<file path="config.mk">
export PLATFORM = sky130hd
export DESIGN_NAME = out_frame_reader
export DESIGN_NICKNAME = d
export VERILOG_FILES = /design/src/rtl/frame_io_pkg.sv /design/src/rtl/pix_packer.sv /design/src/rtl/out_frame_reader.sv
export SDC_FILE = /design/constraint.sdc
export NUM_CORES = 1
export LEC_CHECK = 0
export ABC_AREA = 1
export CORE_ASPECT_RATIO = 0.9
export CORE_UTILIZATION = 61
export CTS_CLUSTER_DIAMETER = 80
export DETAILED_ROUTE_END_ITERATION = 12
export PLACE_DENSITY = 0.83
export REMOVE_ABC_BUFFERS = 1
export SETUP_SLACK_MARGIN = 0.15
export SLEW_MARGIN = 20
export SYNTH_ARGS = -nofsm -noshare
export SYNTH_HDL_FRONTEND = slang
export SYNTH_SLANG_ARGS = --single-unit
export TNS_END_PERCENT = 10
</file>
<file path="constraint.sdc">
create_clock -name clk -period 3 [get_ports clk]
set_input_delay 0.3 -clock clk [delete_from_list [all_inputs] [get_ports clk]]
set_output_delay 0.3 -clock clk [all_outputs]
set_load 0.005 [all_outputs]
</file>
<file path="src/rtl/frame_io_pkg.sv">
// Shared types and constants for the destination-frame read-back path.
package frame_io_pkg;

    localparam int PIX_W      = 8;
    localparam int LANES      = 4;
    localparam int WORD_W     = PIX_W * LANES;
    localparam int CNT_W      = 3;
    localparam int DEFAULT_AW = 19;

    typedef enum logic [1:0] {
        IDLE  = 2'd0,
        RUN   = 2'd1,
        DRAIN = 2'd2,
        DONE  = 2'd3
    } state_e;

    // Byte-lane keep mask for a word holding cnt pixels, lane 0 first.
    function automatic logic [LANES-1:0] keep_from_cnt(input logic [CNT_W-1:0] cnt);
        logic [LANES-1:0] keep;
        case (cnt)
            3'd0:    keep = 4'b0000;
            3'd1:    keep = 4'b0001;
            3'd2:    keep = 4'b0011;
            3'd3:    keep = 4'b0111;
            3'd4:    keep = 4'b1111;
            default: keep = 4'b0000;
        endcase
        return keep;
    endfunction

endpackage

</file>
<file path="src/rtl/pix_packer.sv">
// Four-lane byte packer: returned pixels fill lanes in order; a flush hands
// the current word out and restarts at lane 0 (or lane 1 when a byte lands
// in the same cycle). Lanes above the fill count always read as zero.
module pix_packer
    import frame_io_pkg::*;
(
    input  logic              clk,
    input  logic              rst_n,
    input  logic              clr_i,
    input  logic              byte_vld_i,
    input  logic [PIX_W-1:0]  byte_i,
    input  logic              flush_i,
    output logic [CNT_W-1:0]  cnt_o,
    output logic [WORD_W-1:0] word_o,
    output logic [LANES-1:0]  keep_o
);

    logic [WORD_W-1:0] lanes_q, lanes_d;
    logic [CNT_W-1:0]  cnt_q, cnt_d;

    // Next lane contents and fill count from flush and returning byte.
    always_comb begin
        lanes_d = lanes_q;
        cnt_d   = cnt_q;
        if (clr_i || flush_i) begin
            lanes_d = '0;
            cnt_d   = '0;
        end else begin
            lanes_d = lanes_q;
            cnt_d   = cnt_q;
        end
        if (byte_vld_i && !clr_i) begin
            case (cnt_d)
                3'd0: begin lanes_d[0*PIX_W +: PIX_W] = byte_i; cnt_d = 3'd1; end
                3'd1: begin lanes_d[1*PIX_W +: PIX_W] = byte_i; cnt_d = 3'd2; end
                3'd2: begin lanes_d[2*PIX_W +: PIX_W] = byte_i; cnt_d = 3'd3; end
                3'd3: begin lanes_d[3*PIX_W +: PIX_W] = byte_i; cnt_d = 3'd4; end
                default: begin lanes_d = lanes_d; cnt_d = cnt_d; end
            endcase
        end else begin
            cnt_d = cnt_d;
        end
    end

    // Lane and count registers.
    always_ff @(posedge clk or negedge rst_n) begin
        if (!rst_n) begin
            lanes_q <= '0;
            cnt_q   <= '0;
        end else begin
            lanes_q <= lanes_d;
            cnt_q   <= cnt_d;
        end
    end

    assign cnt_o  = cnt_q;
    assign word_o = lanes_q;
    assign keep_o = keep_from_cnt(cnt_q);

endmodule

</file>
<file path="src/rtl/out_frame_reader.sv">
// Destination-frame read-back: walks out_w*out_h pixels through a 1-cycle
// BRAM read port, packs them four per word and streams them out with
// valid/ready, while keeping a byte checksum and read/beat counters.
module out_frame_reader
    import frame_io_pkg::*;
#(
    parameter int AW = DEFAULT_AW
) (
    input  logic              clk,
    input  logic              rst_n,
    input  logic              start,
    output logic              busy,
    output logic              done,
    input  logic [15:0]       i_out_w,
    input  logic [15:0]       i_out_h,
    output logic              rd_en,
    output logic [AW-1:0]     rd_addr,
    input  logic [PIX_W-1:0]  rd_data,
    output logic [WORD_W-1:0] m_tdata,
    output logic [LANES-1:0]  m_tkeep,
    output logic              m_tlast,
    output logic              m_tvalid,
    input  logic              m_tready,
    output logic [31:0]       o_checksum,
    output logic [31:0]       o_mem_rd_count,
    output logic [31:0]       o_beat_count
);

    state_e            state_q;
    logic [31:0]       total_q;
    logic [31:0]       rd_idx_q;
    logic [31:0]       ret_cnt_q;
    logic              inflight_q;
    logic              busy_q;
    logic              done_q;
    logic [WORD_W-1:0] tdata_q;
    logic [LANES-1:0]  tkeep_q;
    logic              tlast_q;
    logic              tvalid_q;
    logic [31:0]       checksum_q;
    logic [31:0]       rd_cnt_q;
    logic [31:0]       beat_cnt_q;

    logic [31:0]       total_s;
    logic              start_acc_s;
    logic              hs_s;
    logic              out_free_s;
    logic              all_ret_s;
    logic              complete_s;
    logic              xfer_s;
    logic [3:0]        occ_s;
    logic              lane_ok_s;
    logic              rd_en_s;
    logic [CNT_W-1:0]  pack_cnt_s;
    logic [WORD_W-1:0] pack_word_s;
    logic [LANES-1:0]  pack_keep_s;

    assign total_s     = {16'd0, i_out_w} * {16'd0, i_out_h};
    assign start_acc_s = (state_q == IDLE) && start;
    assign hs_s        = tvalid_q && m_tready;
    assign out_free_s  = !tvalid_q || hs_s;
    assign all_ret_s   = (ret_cnt_q == total_q);
    assign occ_s       = {1'b0, pack_cnt_s} + {3'd0, inflight_q};

    // Transfer and read-issue decisions for the current cycle.
    always_comb begin
        complete_s = (pack_cnt_s == 3'd4) || (all_ret_s && (pack_cnt_s != 3'd0));
        if ((state_q == RUN) || (state_q == DRAIN)) begin
            xfer_s = complete_s && out_free_s;
        end else begin
            xfer_s = 1'b0;
        end
        // A new read needs a lane when its byte lands next cycle. With the
        // packer about to be full, that lane exists if the output register
        // will be free next cycle, since the full word then leaves exactly
        // as the byte arrives. This keeps reads gapless at one word per
        // four cycles while never dropping a byte under backpressure.
        lane_ok_s = (occ_s < 4'd4) || xfer_s || ((occ_s == 4'd4) && out_free_s);
        if (state_q == RUN) begin
            rd_en_s = (rd_idx_q < total_q) && lane_ok_s;
        end else begin
            rd_en_s = 1'b0;
        end
    end

    pix_packer u_packer (
        .clk        (clk),
        .rst_n      (rst_n),
        .clr_i      (start_acc_s),
        .byte_vld_i (inflight_q),
        .byte_i     (rd_data),
        .flush_i    (xfer_s),
        .cnt_o      (pack_cnt_s),
        .word_o     (pack_word_s),
        .keep_o     (pack_keep_s)
    );

    // Frame sequencing with registered busy/done.
    always_ff @(posedge clk or negedge rst_n) begin
        if (!rst_n) begin
            state_q <= IDLE;
            total_q <= '0;
            busy_q  <= 1'b0;
            done_q  <= 1'b0;
        end else begin
            case (state_q)
                IDLE: begin
                    done_q <= 1'b0;
                    if (start) begin
                        total_q <= total_s;
                        if (total_s == 32'd0) begin
                            state_q <= DONE;
                            done_q  <= 1'b1;
                            busy_q  <= 1'b0;
                        end else begin
                            state_q <= RUN;
                            busy_q  <= 1'b1;
                        end
                    end
                end
                RUN: begin
                    if (rd_en_s && ((rd_idx_q + 32'd1) == total_q)) begin
                        state_q <= DRAIN;
                    end
                end
                DRAIN: begin
                    if (hs_s && tlast_q) begin
                        state_q <= DONE;
                        done_q  <= 1'b1;
                        busy_q  <= 1'b0;
                    end
                end
                DONE: begin
                    state_q <= IDLE;
                    done_q  <= 1'b0;
                end
                default: begin
                    state_q <= IDLE;
                    busy_q  <= 1'b0;
                    done_q  <= 1'b0;
                end
            endcase
        end
    end

    // Read pointer, return tracking, counters and the output word register.
    always_ff @(posedge clk or negedge rst_n) begin
        if (!rst_n) begin
            rd_idx_q   <= '0;
            ret_cnt_q  <= '0;
            inflight_q <= 1'b0;
            checksum_q <= '0;
            rd_cnt_q   <= '0;
            beat_cnt_q <= '0;
            tdata_q    <= '0;
            tkeep_q    <= '0;
            tlast_q    <= 1'b0;
            tvalid_q   <= 1'b0;
        end else if (start_acc_s) begin
            rd_idx_q   <= '0;
            ret_cnt_q  <= '0;
            inflight_q <= 1'b0;
            checksum_q <= '0;
            rd_cnt_q   <= '0;
            beat_cnt_q <= '0;
            tvalid_q   <= 1'b0;
        end else begin
            inflight_q <= rd_en_s;
            if (rd_en_s) begin
                rd_idx_q <= rd_idx_q + 32'd1;
                rd_cnt_q <= rd_cnt_q + 32'd1;
            end
            if (inflight_q) begin
                ret_cnt_q  <= ret_cnt_q + 32'd1;
                checksum_q <= checksum_q + {24'd0, rd_data};
            end
            if (hs_s) begin
                beat_cnt_q <= beat_cnt_q + 32'd1;
            end
            if (xfer_s) begin
                tdata_q  <= pack_word_s;
                tkeep_q  <= pack_keep_s;
                tlast_q  <= all_ret_s;
                tvalid_q <= 1'b1;
            end else if (hs_s) begin
                tvalid_q <= 1'b0;
            end
        end
    end

    assign busy           = busy_q;
    assign done           = done_q;
    assign rd_en          = rd_en_s;
    assign rd_addr        = rd_idx_q[AW-1:0];
    assign m_tdata        = tdata_q;
    assign m_tkeep        = tkeep_q;
    assign m_tlast        = tlast_q;
    assign m_tvalid       = tvalid_q;
    assign o_checksum     = checksum_q;
    assign o_mem_rd_count = rd_cnt_q;
    assign o_beat_count   = beat_cnt_q;

endmodule

</file>
==> results.cfg <==
[floorplanning]
dieArea_mm2 = 0.0427
core-area_mm2 = 0.0410
start_util = 0.624
ioPinCount = 200
rows = 70
die_h_um = 196
die_x_um = 218

[critical_path]
cp_slowest_cell = fa_1
criticalPathCategory = in2reg
crit_arrival_ns = 5.87
slowest_delay_ns = 0.55
r2r-start = rd_idx_q[31]$_DFFE_PN0P_
end_kind = flop
cp-startpoint = i_out_w[9]
reg2reg_slack_ns = 0.26
cp.required_ns = 3.45
crit_fanout = 5
crit_top_cell = fa_1
worst-r2r-cell-count = 12
start_kind = input pin

[cells_and_area]
postLayoutCellArea_mm2 = 0.0318
area_growth_pct = 24.4
num-nets-final = 4235
antenna_cells = 0
fin_util = 0.776
layout-drive-gt1-share = 0.175
nFillCells = 2817

[sta]
hold_viol_final = 0
fmax_ghz = 0.184
hold_slack_ns = 0.339
finClkSkew_ns = 0.0289
finalCritPeriodShare = 1.81
tightest_slew_ns = 1.08
rsz0062_at_grt = true
drv_slew = 0
finalWorstSetupSlack_ns = -2.42
setup_viol = 31
finalCriticalPeriod_ns = 5.42
slew_headroom = 0.274

[clocking]
cts_htree_levels = 1
cts_sinks = 270
worstSkewPairLatency_ns = 0.58
cts_root_buf = clkbuf_16
clk_pin_slew_ns = 0.07
cts_tree = done
clock_path_buffers = 3
cts_buffers = 28

[yosys]
synth_top_area_share = 0.264
avgSynthCellArea_um2 = 7.29
yosys_register_bits = 270
synth_edf_count = 0
yosysUniqueCellTypes = 54
synthFlopType = dfrtp_1
synth_warnings = 0
syn_area_mm2 = 0.0256
synth_largest_area_cell = dfrtp_1
ys_seq_area_frac = 0.264
async_flop_share = 1.00
synthCells = 3505
synth.area.top_cells = dfrtp_1 (26%), fa_1 (15%), nand2_1 (14%), inv_1 (10%), ha_1 (7.5%)

[hold_path]
worst_hold_path_type = in2async

[routing]
drc = 0
drtIter0Drc = 2476
vias = 25000
via_per_inst = 5.69
firstDrtPassIters = 7
routedWlPerCell_um = 17.7
totalWireLength_um = 77800
ant_nets = 0

[global_routing]
met1_usage = 0.490
grt_util_met2 = 0.568
grt_pass1_wl_um = 121000
grt_start_max_net_pins = 107
grt_usage = 0.351
grt_pass1_vias = 24000
antenna_found_initial = 0
met3_usage = 0.0586
grt-ovfl-total = 0
busiest_layer = met2

[outcome]
status = finished, violations left
violations = negative setup slack

[place]
port_buffers = 199
dp_hpwl_um = 55200
place.gp.congestion = 1.00
post-place-ws_ns = -3.50
place_area_mm2 = 0.0293

[flow_run]
cap_violations = 0
==> critical path: cells and delay by family <==
family,cells,cell delay [ns]
xor gates and xnor gates,1,0.19
and+or+nand+nor,9,0.79
AOI/OAI and AO/OA,2,0.37
adders and majority gates,7,3.35
buffers and inverters,10,0.85
==> cells by family (layout without fill, tap and decap cells) <==
kind of cell	Yosys count	after routing	synth area share
mux	31	31	0.0137
flops	270	270	0.264
compound gates	341	341	0.0735
simple gates	1610	1610	0.270
fa+ha+maj	349	349	0.228
buf+inv	844	1201	0.129
xor+xnor	60	60	0.0222
==> through the flow <==
| step | instances | TNS [ns] |
|---|---|---|
| global placement | 4323 | -83.30 |
| detailed placement | 4323 | -86.42 |
| finish | 4402 | -52.24 |
| floorplan | 3370 | -330.01 |
| global route | 4402 | -57.17 |
| CTS | 4395 | -46.48 |
==> worst paths after layout <==
check,end
min reg2reg,u_packer.word_o[24]$_DFF_PN0_
min in group clk,u_packer.word_o[9]$_DFF_PN0_
max reg2reg,rd_idx_q[23]$_DFFE_PN0P_
max in group asynchronous,o_beat_count[19]$_DFFE_PN0P_
min,o_mem_rd_count[11]$_DFFE_PN0P_
max,busy$_DFFE_PN0P_
==> sequential cells by signal, indices dropped and copies added, names as in the netlist <==
signal           count
m_tdata             32
o_beat_count        32
o_checksum          32
o_mem_rd_count      32
rd_idx_q            32
ret_cnt_q           32
total_q             32
u_packer.word_o     32
m_tkeep              4
u_packer.cnt_o       3
state_q              2
busy                 1
done                 1
inflight_q           1
m_tlast              1
m_tvalid             1
==> synth_stat cells, types with 31 or more instances <==
library cell and instances:
a21oi_1 105, clkbuf_1 88, dfrtp_1 270, fa_1 195
ha_1 154, inv_1 700, mux2_2 31, nand2_1 975
nand3_1 197, nand4_1 62, nor2_1 228, nor3_1 55
o21ai_0 151
==> timing repair <==
| action | in CTS | in global routing |
|---|---|---|
| buffers inserted | 17 | 7 |
| endpoints found under the hold margin | 99 | 0 |
| hold buffers | 1 | 0 |
| pin swaps | 116 | 99 |
| gates cloned | 4 | 0 |
| endpoints found under the setup margin | 42 | 61 |
| resized for setup | 370 | 204 |
==> metal layers <==
metal	part of all wire	vias to the layer above
met5	0	-
met4	0.039	0
met3	0.099	297
met2	0.46	1379
met1	0.40	11800
li1	-	11500
==> area by class of cell <==
class	instances	area, µm²	area share
Multi-Input combinational cell	2391	16700	0.524
Sequential cell	270	6760	0.213
Timing Repair Buffer	442	4080	0.128
Inverter	709	2660	0.0837
Clock buffer	37	795	0.0250
Tap cell	540	676	0.0212
Clock inverter	13	173	0.00543
==> cells in the final DEF (no fill, tap or decap), types with 31 or more instances in the layout <==
master | synthesis | layout
fa_1 | 195 | 181
mux2_2 | 31 | 31
nor3_1 | 55 | 53
inv_1 | 700 | 653
nand4_1 | 62 | 62
nand2_2 | 8 | 85
o21ai_1 | 15 | 31
buf_4 | 21 | 187
dfrtp_1 | 270 | 267
a21oi_1 | 105 | 93
nor2_1 | 228 | 199
inv_2 | 8 | 55
ha_1 | 154 | 130
buf_6 | 2 | 58
clkdlybuf4s50_1 | 0 | 166
nand3_1 | 197 | 180
nand2_1 | 975 | 869
o21ai_0 | 151 | 132
Power is left out: the tool's default activity adds up to more than one toggle a clock period on the data nets, which glitch-free logic cannot reach.
